<file path="config.mk">
export PLATFORM = sky130hd
export DESIGN_NAME = axi_lite_to_reg
export DESIGN_NICKNAME = d
export VERILOG_FILES = /design/src/rtl/axi_lite_to_reg.sv
export SDC_FILE = /design/constraint.sdc
export NUM_CORES = 1
export LEC_CHECK = 0
export BUFFER_PORTS_ARGS = -buffer_cell sky130_fd_sc_hd__buf_2
export CAP_MARGIN = 40
export CORE_MARGIN = 2
export CORE_UTILIZATION = 35
export DETAILED_ROUTE_END_ITERATION = 8
export GPL_ROUTABILITY_DRIVEN = 0
export PLACE_DENSITY = 0.71
export SLEW_MARGIN = 25
export SYNTH_ARGS = -nofsm -noshare
export SYNTH_HDL_FRONTEND = slang
export SYNTH_SLANG_ARGS = --single-unit
</file>
<file path="constraint.sdc">
create_clock -name clk_i -period 2.1 [get_ports clk_i]
set_input_delay 0.21 -clock clk_i [delete_from_list [all_inputs] [get_ports clk_i]]
set_output_delay 0.21 -clock clk_i [all_outputs]
set_load 0.02 [all_outputs]
</file>
<file path="src/rtl/axi_lite_to_reg.sv">
// AXI4-Lite terminator that turns one AXI-Lite transaction at a time into a
// register-bus access with valid/ready handshake, round-robin R/W arbitration and timeout.
package axi_lite_to_reg_pkg;
  typedef struct packed {
    logic [31:0] addr;
  } aw_chan_t;
  typedef struct packed {
    logic [31:0] data;
    logic [3:0]  strb;
  } w_chan_t;
  typedef struct packed {
    logic [1:0] resp;
  } b_chan_t;
  typedef struct packed {
    logic [31:0] addr;
  } ar_chan_t;
  typedef struct packed {
    logic [31:0] data;
    logic [1:0]  resp;
  } r_chan_t;
  typedef struct packed {
    aw_chan_t aw;
    logic     aw_valid;
    w_chan_t  w;
    logic     w_valid;
    logic     b_ready;
    ar_chan_t ar;
    logic     ar_valid;
    logic     r_ready;
  } axi_req_t;
  typedef struct packed {
    logic    aw_ready;
    logic    w_ready;
    b_chan_t b;
    logic    b_valid;
    logic    ar_ready;
    r_chan_t r;
    logic    r_valid;
  } axi_resp_t;
endpackage

module axi_lite_to_reg #(
  parameter int unsigned AddrWidth     = 32,
  parameter int unsigned DataWidth     = 32,
  parameter int unsigned TimeoutCycles = 0,
  parameter type axi_req_t  = axi_lite_to_reg_pkg::axi_req_t,
  parameter type axi_resp_t = axi_lite_to_reg_pkg::axi_resp_t,
  localparam int unsigned StrbWidth = DataWidth / 8
) (
  input  logic                 clk_i,
  input  logic                 rst_i,
  input  axi_req_t             slv_req_i,
  output axi_resp_t            slv_resp_o,
  output logic                 reg_req_o,
  output logic                 reg_write_o,
  output logic [AddrWidth-1:0] reg_addr_o,
  output logic [DataWidth-1:0] reg_wdata_o,
  output logic [StrbWidth-1:0] reg_wstrb_o,
  input  logic                 reg_ready_i,
  input  logic [DataWidth-1:0] reg_rdata_i,
  input  logic                 reg_error_i
);

  localparam int unsigned CntWidth = (TimeoutCycles > 0) ? $clog2(TimeoutCycles + 1) : 1;
  localparam logic [CntWidth-1:0] CntMax =
    CntWidth'((TimeoutCycles > 0) ? TimeoutCycles - 1 : 0);
  localparam logic [AddrWidth-1:0] AddrMask = AddrWidth'(StrbWidth - 1);

  typedef enum logic [2:0] {IDLE, WR_ACC, RD_ACC, B_RESP, R_RESP} state_e;

  state_e               state_q, state_d;
  logic                 last_wr_q, last_wr_d;
  logic                 write_q, write_d;
  logic [AddrWidth-1:0] addr_q, addr_d;
  logic [DataWidth-1:0] wdata_q, wdata_d;
  logic [StrbWidth-1:0] wstrb_q, wstrb_d;
  logic [DataWidth-1:0] rdata_q, rdata_d;
  logic                 err_q, err_d;
  logic [CntWidth-1:0]  cnt_q, cnt_d;
  logic                 req_q, req_d;
  logic                 b_valid_q, b_valid_d;
  logic                 r_valid_q, r_valid_d;

  logic wr_pend, rd_pend, grant_wr, grant_rd, timeout;

  always_ff @(posedge clk_i) begin
    if (rst_i) begin
      state_q   <= IDLE;
      last_wr_q <= 1'b0;
      write_q   <= 1'b0;
      addr_q    <= '0;
      wdata_q   <= '0;
      wstrb_q   <= '0;
      rdata_q   <= '0;
      err_q     <= 1'b0;
      cnt_q     <= '0;
      req_q     <= 1'b0;
      b_valid_q <= 1'b0;
      r_valid_q <= 1'b0;
    end else begin
      state_q   <= state_d;
      last_wr_q <= last_wr_d;
      write_q   <= write_d;
      addr_q    <= addr_d;
      wdata_q   <= wdata_d;
      wstrb_q   <= wstrb_d;
      rdata_q   <= rdata_d;
      err_q     <= err_d;
      cnt_q     <= cnt_d;
      req_q     <= req_d;
      b_valid_q <= b_valid_d;
      r_valid_q <= r_valid_d;
    end
  end

  always_comb begin
    state_d   = state_q;
    last_wr_d = last_wr_q;
    write_d   = write_q;
    addr_d    = addr_q;
    wdata_d   = wdata_q;
    wstrb_d   = wstrb_q;
    rdata_d   = rdata_q;
    err_d     = err_q;
    cnt_d     = cnt_q;

    // A write needs both AW and W; a lone half is never taken.
    wr_pend  = slv_req_i.aw_valid && slv_req_i.w_valid;
    rd_pend  = slv_req_i.ar_valid;
    grant_wr = (state_q == IDLE) && wr_pend && (!rd_pend || !last_wr_q);
    grant_rd = (state_q == IDLE) && rd_pend && !grant_wr;
    timeout  = (TimeoutCycles != 0) && (cnt_q == CntMax);

    unique case (state_q)
      IDLE: begin
        if (grant_wr) begin
          state_d   = WR_ACC;
          last_wr_d = 1'b1;
          write_d   = 1'b1;
          addr_d    = AddrWidth'(slv_req_i.aw.addr) & ~AddrMask;
          wdata_d   = DataWidth'(slv_req_i.w.data);
          wstrb_d   = StrbWidth'(slv_req_i.w.strb);
          cnt_d     = '0;
        end else if (grant_rd) begin
          state_d   = RD_ACC;
          last_wr_d = 1'b0;
          write_d   = 1'b0;
          addr_d    = AddrWidth'(slv_req_i.ar.addr) & ~AddrMask;
          wdata_d   = '0;
          wstrb_d   = '0;
          cnt_d     = '0;
        end
      end
      WR_ACC, RD_ACC: begin
        // Ready takes priority over a timeout landing in the same cycle.
        if (reg_ready_i) begin
          err_d   = reg_error_i;
          rdata_d = write_q ? rdata_q : reg_rdata_i;
          state_d = write_q ? B_RESP : R_RESP;
        end else if (timeout) begin
          err_d   = 1'b1;
          rdata_d = '0;
          state_d = write_q ? B_RESP : R_RESP;
        end else begin
          cnt_d = cnt_q + CntWidth'(1);
        end
      end
      B_RESP: if (slv_req_i.b_ready) state_d = IDLE;
      R_RESP: if (slv_req_i.r_ready) state_d = IDLE;
      default: state_d = IDLE;
    endcase

    req_d     = (state_d == WR_ACC) || (state_d == RD_ACC);
    b_valid_d = (state_d == B_RESP);
    r_valid_d = (state_d == R_RESP);

    slv_resp_o          = '0;
    slv_resp_o.aw_ready = grant_wr;
    slv_resp_o.w_ready  = grant_wr;
    slv_resp_o.ar_ready = grant_rd;
    slv_resp_o.b_valid  = b_valid_q;
    slv_resp_o.b.resp   = err_q ? 2'b10 : 2'b00;
    slv_resp_o.r_valid  = r_valid_q;
    slv_resp_o.r.data   = rdata_q;
    slv_resp_o.r.resp   = err_q ? 2'b10 : 2'b00;
  end

  assign reg_req_o   = req_q;
  assign reg_write_o = write_q;
  assign reg_addr_o  = addr_q;
  assign reg_wdata_o = wdata_q;
  assign reg_wstrb_o = wstrb_q;

endmodule

</file>
==> impl_metrics.ini, run 1 <==
[synth]
synth_seq_cells = 106
ys_seq_area_share_pct = 48.8
synth_area_um2 = 4350
ys.flop_type = dfxtp_1
synth-xor-area-share_pct = 0.403
synth_edf_count = 0
synthMuxAreaShare_pct = 0.461
synth_cells = 488
synth_cell_types = 33
synthAdderAreaFrac_pct = 0
synth_compound_gate_area_share_pct = 21.9
avgSynthCellArea_um2 = 8.91
async_reset_ff_share_pct = 0
yosysWarningCount = 0
synth_top_family_by_area = compound AO/OA/AOI/OAI gates
post_synth_and_or_nand_nor_area_fraction_pct = 19.9

[global_route]
antenna_found_initial = 0
grt_max_degree = 61
grt_pass1_vias = 3726
grt_pass1_wl_um = 17700
overflow = 0
grt_usage_pct = 16.6

[sta]
min_period_ns = 1.86
setup_slack_ns = 0.241
hold_viol = 0
tns_ns = 0
setup_viol = 0
slew_violations = 0
fin_crit_sh_pct = 88.5
max_freq_ghz = 0.538
skew_ns = 0.00928
rsz0062_at_grt = no

[cts]
cts_resized = 0
cts_tree = yes
cts_root_buffer = clkbuf_16
cts_made_buffers = 9
post-cts-setup-buffers = 0
clk_pin_slew_worst_paths_ns = 0.08
clock_latency_ns = 0.34
cts-hold-fix-buffers = 0
h-tree-depth = 3
cts_sinks = 106
clock_path_buffers = 2

[floorplan]
start_util_pct = 36.0
die_w_um = 115
die_h_um = 115
coreArea_um2 = 12100
ioPinCount = 252
die_area_um2 = 13300
rows = 40

[job]
cap_violations = 0

[setup_path]
crit_path_end_kind = primary output
critPathLaunchType = flop
crit_required_ns = 1.89
reg2reg_depth = 6
crit_arrival_ns = 1.65
critPathKind = reg2out
cp_slowest_stage_delay_ns = 0.43
crit_chain = nor3_4 -> nand2_4 -> inv_2 -> buf_2
cp_slowest_cell = dfxtp_1
crit_fanout = 12

[route]
wl_per_cell_um = 13.2
drt_iter0_markers = 206
num_vias = 4053
first_pass_iters = 4
antenna_left = 0
drc_errors = 0
vias_per_cell = 4.62
postRouteWirelength_um = 11600

[layout]
drive_gt1_share_pct = 43.4
fillers = 1219
num_antenna_cells = 0
areaGrowthSynthToFinish_pct = 35.4
seqCellArea_um2 = 2120
finish.utilization_pct = 48.8
fin_nets = 845
multi_input_area_um2 = 1870

[power_and_ir_drop]
powerDensity_nw_per_um2 = 903
vdd_drop_max_mv = 0.450
power.leakage_nw = 2.73

[status]
status = completed

[place]
place_ws_ns = 0.340
hpwl_um = 8310
io_buffers = 243

[hold_path]
hold_depth = 3
holdCritPathClass = in2reg
cell usage in the layout (no fill, tap or decap), types with 2 or more instances in the layout:
master and instances:
inv_1 2, conb_1 4, buf_2 242, clkinvlp_4 3
nor2b_1 3, a21oi_1 33, nand2_1 128, a311oi_2 30
clkbuf_16 9, clkinv_4 2, dfxtp_1 106, buf_12 4
mux2i_1 2, a22oi_1 36, buf_4 8, nor2_1 73
a31oi_1 2
synth_stat cells, types with 2 or more instances:
| master | number | share of area [%] |
|---|---|---|
| nand2_1 | 128 | 11 |
| dfxtp_1 | 106 | 49 |
| nor2_1 | 73 | 6.3 |
| a22oi_1 | 36 | 6.2 |
| a21oi_1 | 33 | 3.8 |
| a311oi_2 | 30 | 10 |
| clkbuf_1 | 15 | 1.3 |
| buf_4 | 14 | 2.4 |
| buf_2 | 12 | 1.4 |
| buf_6 | 12 | 3.1 |
| nor2b_1 | 4 | 0.58 |
| a31oi_1 | 2 | 0.29 |
| inv_1 | 2 | 0.17 |
| mux2i_1 | 2 | 0.46 |
layer usage:
metal	vias up	share of wire, %	wire length, um	global-route usage, %
met3	13	6.8	790	4.60
met2	139	49	5650	28.5
met4	0	1.5	171	5.70
li1	2069	-	-	-
met5	-	0	0	0
met1	1832	43	5000	20.1
state kept, by name, summed over array words and instances (netlist names):
signal and cells:
rdata_q 32, reg_wdata_o 32, reg_addr_o 30, reg_wstrb_o 4, state_q 3, b_valid_q 1
err_q 1, r_valid_q 1, reg_req_o 1, reg_write_o 1
worst paths after layout:
kind / from / to / slack (ns)
hold / removal: reg_rdata_i[21] / rdata_q[21] / 0.10
hold reg to reg: rdata_q[26] / rdata_q[26] / 0.45
setup / recovery: state_q[0] / slv_resp_o[39] / 0.24
setup reg to reg: state_q[0] / reg_wstrb_o[3] / 0.35
stage by stage:
| stage | total power, mW | cells | hold slack [ns] | cell area [um2] |
|---|---|---|---|---|
| 2_1_floorplan | 3.36 | 491 | 0.346 | 4360 |
| 4_1_cts | 5.40 | 877 | 0.0895 | 5880 |
| 3_3_place_gp | 3.72 | 860 | 0.439 | 5570 |
| 5_1_grt | 5.61 | 877 | 0.0972 | 5880 |
| 6_report | 5.32 | 877 | 0.103 | 5880 |
| 3_5_place_dp | 3.76 | 861 | 0.444 | 5590 |
cell type report:
class,instances,area share (%)
Inverter,3,0.191
Sequential cell,106,36.1
Clock inverter,6,0.872
Multi-Input combinational cell,329,31.8
Tap cell,168,3.57
Clock buffer,10,4.06
Timing Repair Buffer,255,23.4
report_power, final:
group / switching [mW] / leakage, nW / total, mW / internal (mW)
Combinational: 0.858 / 1.74 / 1.40 / 0.540
Clock: 0.761 / 0.133 / 1.61 / 0.850
Sequential: 0.101 / 0.867 / 2.31 / 2.21
Total: 1.72 / 2.73 / 5.32 / 3.60
cell families after synthesis:
logic type | count (synthesis)
flops | 106
buf+inv | 56
compound gates | 107
other cells | 1
xor+xnor | 2
mux | 2
simple gates | 214
worst max-delay path: cells and delay by family, from the launching register on:
kind | cells | cell delay [ns]
buf+inv | 2 | 0.46
simple gates | 2 | 0.43
flops | 1 | 0.43
Power figures use the tool's default switching activity.
==> run 2: changes to the inputs <==
--- a/config.mk
+++ b/config.mk
@@ -11,7 +11,7 @@
 export CORE_UTILIZATION = 35
 export DETAILED_ROUTE_END_ITERATION = 8
 export GPL_ROUTABILITY_DRIVEN = 0
-export PLACE_DENSITY = 0.71
+export PLACE_DENSITY = 0.74
 export SLEW_MARGIN = 25
 export SYNTH_ARGS = -nofsm -noshare
 export SYNTH_HDL_FRONTEND = slang
==> constraint.sdc (replaced) <==
create_clock -name clk_i -period 1.49 [get_ports clk_i]
set_input_delay 0.149 -clock clk_i [delete_from_list [all_inputs] [get_ports clk_i]]
set_output_delay 0.149 -clock clk_i [all_outputs]
set_load 0.02 [all_outputs]
==> impl_metrics.ini, run 2 (synthesis results as in run 1) <==
[status]
status = finished with violations
violations = negative setup slack

[layout]
areaGrowthSynthToFinish_pct = 53.5
fin_nets = 891
seqCellArea_um2 = 2140
most-common-layout-cells = buf_2, nand2_1, dfxtp_1
drive_gt1_share_pct = 52.6
fillers = 1096
mostFrequentLayoutCell = buf_2
stdcell_count = 924
multi_input_area_um2 = 2070
finish.utilization_pct = 55.3

[global_route]
grt_usage_pct = 18.2
grt_pass1_wl_um = 19400
overflow = 0
antenna_found_initial = 2
grt_pass1_vias = 4139
grt_max_degree = 35

[power_and_ir_drop]
vdd_drop_max_mv = 0.757
power.share.clock_pct = 29.6
powerDensity_nw_per_um2 = 1240
power.leakage_nw = 3.07
p_sw_mw = 2.65
p_int_mw = 5.60
totalPowerFinal_mw = 8.26
seq_power_share_pct = 39.5
p_sw_share_pct = 32.1
power_frac_comb_pct = 31.0

[floorplan]
rows = 40
ioPinCount = 252
die_h_um = 115
coreArea_um2 = 12100
die_w_um = 115
die_area_um2 = 13300
start_util_pct = 36.0

[place]
dpl.cell_count = 880
hpwl_um = 8630
io_buffers = 243

[route]
first_pass_iters = 4
vias_per_cell = 4.70
postRouteWirelength_um = 12900
drt_iter0_markers = 158
wl_per_cell_um = 13.9
num_vias = 4343
antenna_left = 0
drc_errors = 0

[cts]
clk_pin_slew_worst_paths_ns = 0.07
cts_root_buffer = clkbuf_16
h-tree-depth = 3
cts_made_buffers = 9
cts_sinks = 106
clock_path_buffers = 2
clock_latency_ns = 0.34
cts_tree = yes

[setup_path]
critPathKind = reg2out
crit_arrival_ns = 1.46
crit_required_ns = 1.34
crit_fanout = 6
critPathLaunchType = flop
crit_path_end_kind = primary output

[job]
cap_violations = 0

[sta]
hold_ws_ns = 0.0384
max_freq_ghz = 0.621
min_period_ns = 1.61
tns_ns = -4.58
skew_ns = 0.00423
slew_violations = 0
setup_slack_ns = -0.119
setup_viol = 101
rsz0062_at_grt = yes
fin_crit_sh_pct = 108
hold_viol = 0

[hold_path]
holdCritPathClass = in2reg
[run 2: changes by cell type in the layout (fill, tap and decap cells not counted), moves of 6 or more]
cell     change
a22oi_1     -27
a21oi_1      -6
buf_4       +24
buf_6       +12
a21oi_2      +6
a22oi_2     +27
buf_12       +7
[run 2: metal layers]
metal	wire length, um	vias up	share of wire, %	GRT usage [%]
li1	-	2166	-	-
met1	5410	2020	42	21.7
met2	6520	145	51	31.7
met3	816	10	6.3	5.39
met4	112	2	0.87	5.06
met5	7	-	0.054	0
[run 2: critical path: stages (launching register included)]
cell and delay, ns:
dfxtp_4 0.37, nor3_4 0.23, buf_6 0.14, nand2_4 0.05, buf_6 0.11, nor2_4 0.07
buf_6 0.13
[run 2: worst paths after layout]
path                            slack, ns  depth (start not counted)             from             end
worst min-delay path                 0.04                          3  reg_rdata_i[24]     rdata_q[24]
worst max-delay path                -0.12                          6       state_q[1]  slv_resp_o[35]
worst min register to register       0.45                          2      rdata_q[24]     rdata_q[24]
worst max register to register      -0.07                          7       state_q[1]     rdata_q[18]
[run 2: timing repair]
| item | in CTS | in global routing |
|---|---|---|
| hold buffers | 0 | 0 |
| endpoints found under the setup margin | 85 | 99 |
| gates resized for setup | 37 | 37 |
| pin swaps | 5 | 2 |
| gates cloned | 2 | 5 |
| setup buffers | 16 | 5 |
[run 2: power groups by stage]
stage                     sequential, mW  combinational (mW)  clock [mW]
after floorplan                     3.62                1.11           0
after global placement              3.31                2.11           0
after detailed placement            3.31                2.13           0
after CTS                           3.25                2.36        2.52
after global routing                3.29                2.76        2.62
final                               3.26                2.56        2.44
[run 2: layout make-up]
class                   count  area share, %
diodes                      1         0.0375
clock buffers              10           3.43
clock inverters             6           1.11
inverters                   3          0.244
multi-input cells         329           31.0
flip-flops and latches    106           32.0
well taps                 168           3.15
repair buffers            301           29.1
[run 2: stage by stage]
stage	cell area, um2	setup slack (ns)
6_report	6670	-0.119
5_1_grt	6670	-0.189
4_1_cts	6410	-0.107
3_5_place_dp	5800	-0.132
3_3_place_gp	5800	-0.141
2_1_floorplan	4370	-0.000642
==> run 3: changes to the inputs <==
--- a/config.mk
+++ b/config.mk
@@ -11,7 +11,7 @@
 export CORE_UTILIZATION = 35
 export DETAILED_ROUTE_END_ITERATION = 8
 export GPL_ROUTABILITY_DRIVEN = 0
-export PLACE_DENSITY = 0.74
+export PLACE_DENSITY = 0.71
 export SLEW_MARGIN = 25
 export SYNTH_ARGS = -nofsm -noshare
 export SYNTH_HDL_FRONTEND = slang
==> constraint.sdc (replaced) <==
create_clock -name clk_i -period 1.9 [get_ports clk_i]
set_input_delay 0.19 -clock clk_i [delete_from_list [all_inputs] [get_ports clk_i]]
set_output_delay 0.19 -clock clk_i [all_outputs]
set_load 0.02 [all_outputs]
==> impl_metrics.ini, run 3 (synthesis results as in run 1) <==
[global_route]
grt_util_met1_pct = 20.8
grt_max_degree = 58
grt_pass1_wl_um = 18100
met3_usage_pct = 4.60
grt_usage_pct = 16.9
antenna_found_initial = 0
grt_pass1_vias = 3797
overflow = 0
met2_usage_pct = 28.3
grt-busiest-layer = met2

[sta]
fin_crit_sh_pct = 90.6
slew_violations = 0
hold_viol = 0
slew_headroom_pct = 59.1
rsz0062_at_grt = no
setup_viol = 0
worst_pin_slew_ns = 0.613
max_freq_ghz = 0.581
skew_ns = 0.00587
min_period_ns = 1.72
tns_ns = 0

[hold_path]
holdCritStartpoint = reg_rdata_i[22]
holdCritPathClass = in2reg

[cts]
clk_pin_slew_worst_paths_ns = 0.07
cts_sinks = 106
cts_tree = yes
clock_latency_ns = 0.33
cts_made_buffers = 9
cts-hold-fix-buffers = 0
clock_path_buffers = 2
h-tree-depth = 3
cts_root_buffer = clkbuf_16

[setup_path]
timing.rr.end = reg_addr_o[12]
reg2reg_depth = 6
crit_path_end_kind = primary output
crit_fanout = 8
worstReg2RegStart = state_q[1]
reg2reg_slack_ns = 0.20
crit_end = slv_resp_o[35]
critPathLaunchType = flop
critPathLaunch = state_q[1]
critPathKind = reg2out
crit_arrival_ns = 1.53
crit_required_ns = 1.71

[status]
status = completed

[power_and_ir_drop]
powerDensity_nw_per_um2 = 1020
power.leakage_nw = 2.75
totalPowerFinal_mw = 6.00
vdd_drop_max_mv = 0.420
seq_power_share_pct = 42.6
p_int_mw = 4.08
p_sw_mw = 1.92
p_sw_share_pct = 32.0
power_frac_comb_pct = 26.0
power.share.clock_pct = 31.4

[layout]
mostFrequentLayoutCell = buf_2
final_area_um2 = 5910
seqCellArea_um2 = 2120
finish.utilization_pct = 49.0
fillers = 1213
fin_nets = 845
drive_gt1_share_pct = 43.7
most-common-layout-cells = buf_2, nand2_1, dfxtp_1
num_antenna_cells = 0
multi_input_area_um2 = 1870
stdcell_count = 877
areaGrowthSynthToFinish_pct = 36.0

[route]
vias_per_cell = 4.70
first_pass_iters = 4
drc_errors = 0
drt_iter0_markers = 206
wl_per_cell_um = 13.3
postRouteWirelength_um = 11700
antenna_left = 0
num_vias = 4123

[floorplan]
die_h_um = 115
ioPinCount = 252
coreArea_um2 = 12100
start_util_pct = 36.0
rows = 40
die_area_um2 = 13300
die_w_um = 115

[place]
hpwl_um = 8210
dpl.cell_count = 860
io_buffers = 243
dpl_cell_area_um2 = 5600

[job]
cap_violations = 0
run 3: changes by cell type in the layout (fill, tap and decap cells not counted), sizes merged:
cell	change
buf	-42
clkbuf	-5
clkinvlp	+2
diode	-1
inv	-1
run 3: how the worst min path moves through the flow:
stage                       end  slack, ns  depth (start not counted)
floorplan            rdata_q[0]       0.33                          2
global placement    rdata_q[24]       0.43                          3
detailed placement  rdata_q[25]       0.44                          3
CTS                 rdata_q[10]       0.07                          3
global route        rdata_q[21]       0.08                          3
finish              rdata_q[22]       0.09                          3
run 3: layout make-up:
class / count / area share (%)
clock inverter: 7 / 1.29
sequential: 106 / 35.9
inverter: 3 / 0.191
tap: 168 / 3.56
clock buffer: 9 / 3.81
timing repair buffer: 255 / 23.5
multi-input combinational: 329 / 31.7
run 3: worst max-delay path: stages, from the launching register on:
cell and delay [ns]:
dfxtp_1 0.40, nor3_4 0.27, buf_4 0.17, nand2_1 0.09
nor2_1 0.09, buf_2 0.18
run 3: stage by stage:
step	worst slack, ns	hold WS [ns]
after floorplan	0.229	0.326
after detailed placement	0.178	0.437
after CTS	0.0126	0.0687
final	0.178	0.0854
after global placement	0.101	0.434
after global routing	0.0650	0.0763
run 3: per-layer routing:
| layer | vias up | wire length (um) |
|---|---|---|
| li1 | 2076 | - |
| met3 | 19 | 770 |
| met5 | - | 0 |
| met4 | 0 | 240 |
| met1 | 1877 | 5110 |
| met2 | 151 | 5560 |
run 3: power by group through the flow:
stage / clock [mW] / combinational [mW] / sequential [mW]
CTS: 1.96 / 1.57 / 2.55
global route: 2.05 / 1.71 / 2.58
global placement: 0 / 1.53 / 2.60
floorplan: 0 / 0.868 / 2.84
detailed placement: 0 / 1.57 / 2.60
finish: 1.89 / 1.56 / 2.56
run 3: repair_timing:
item	4_1_cts	5_1_grt
setup endpoints to repair	0	8
buffers inserted	0	1
resized for setup	0	2
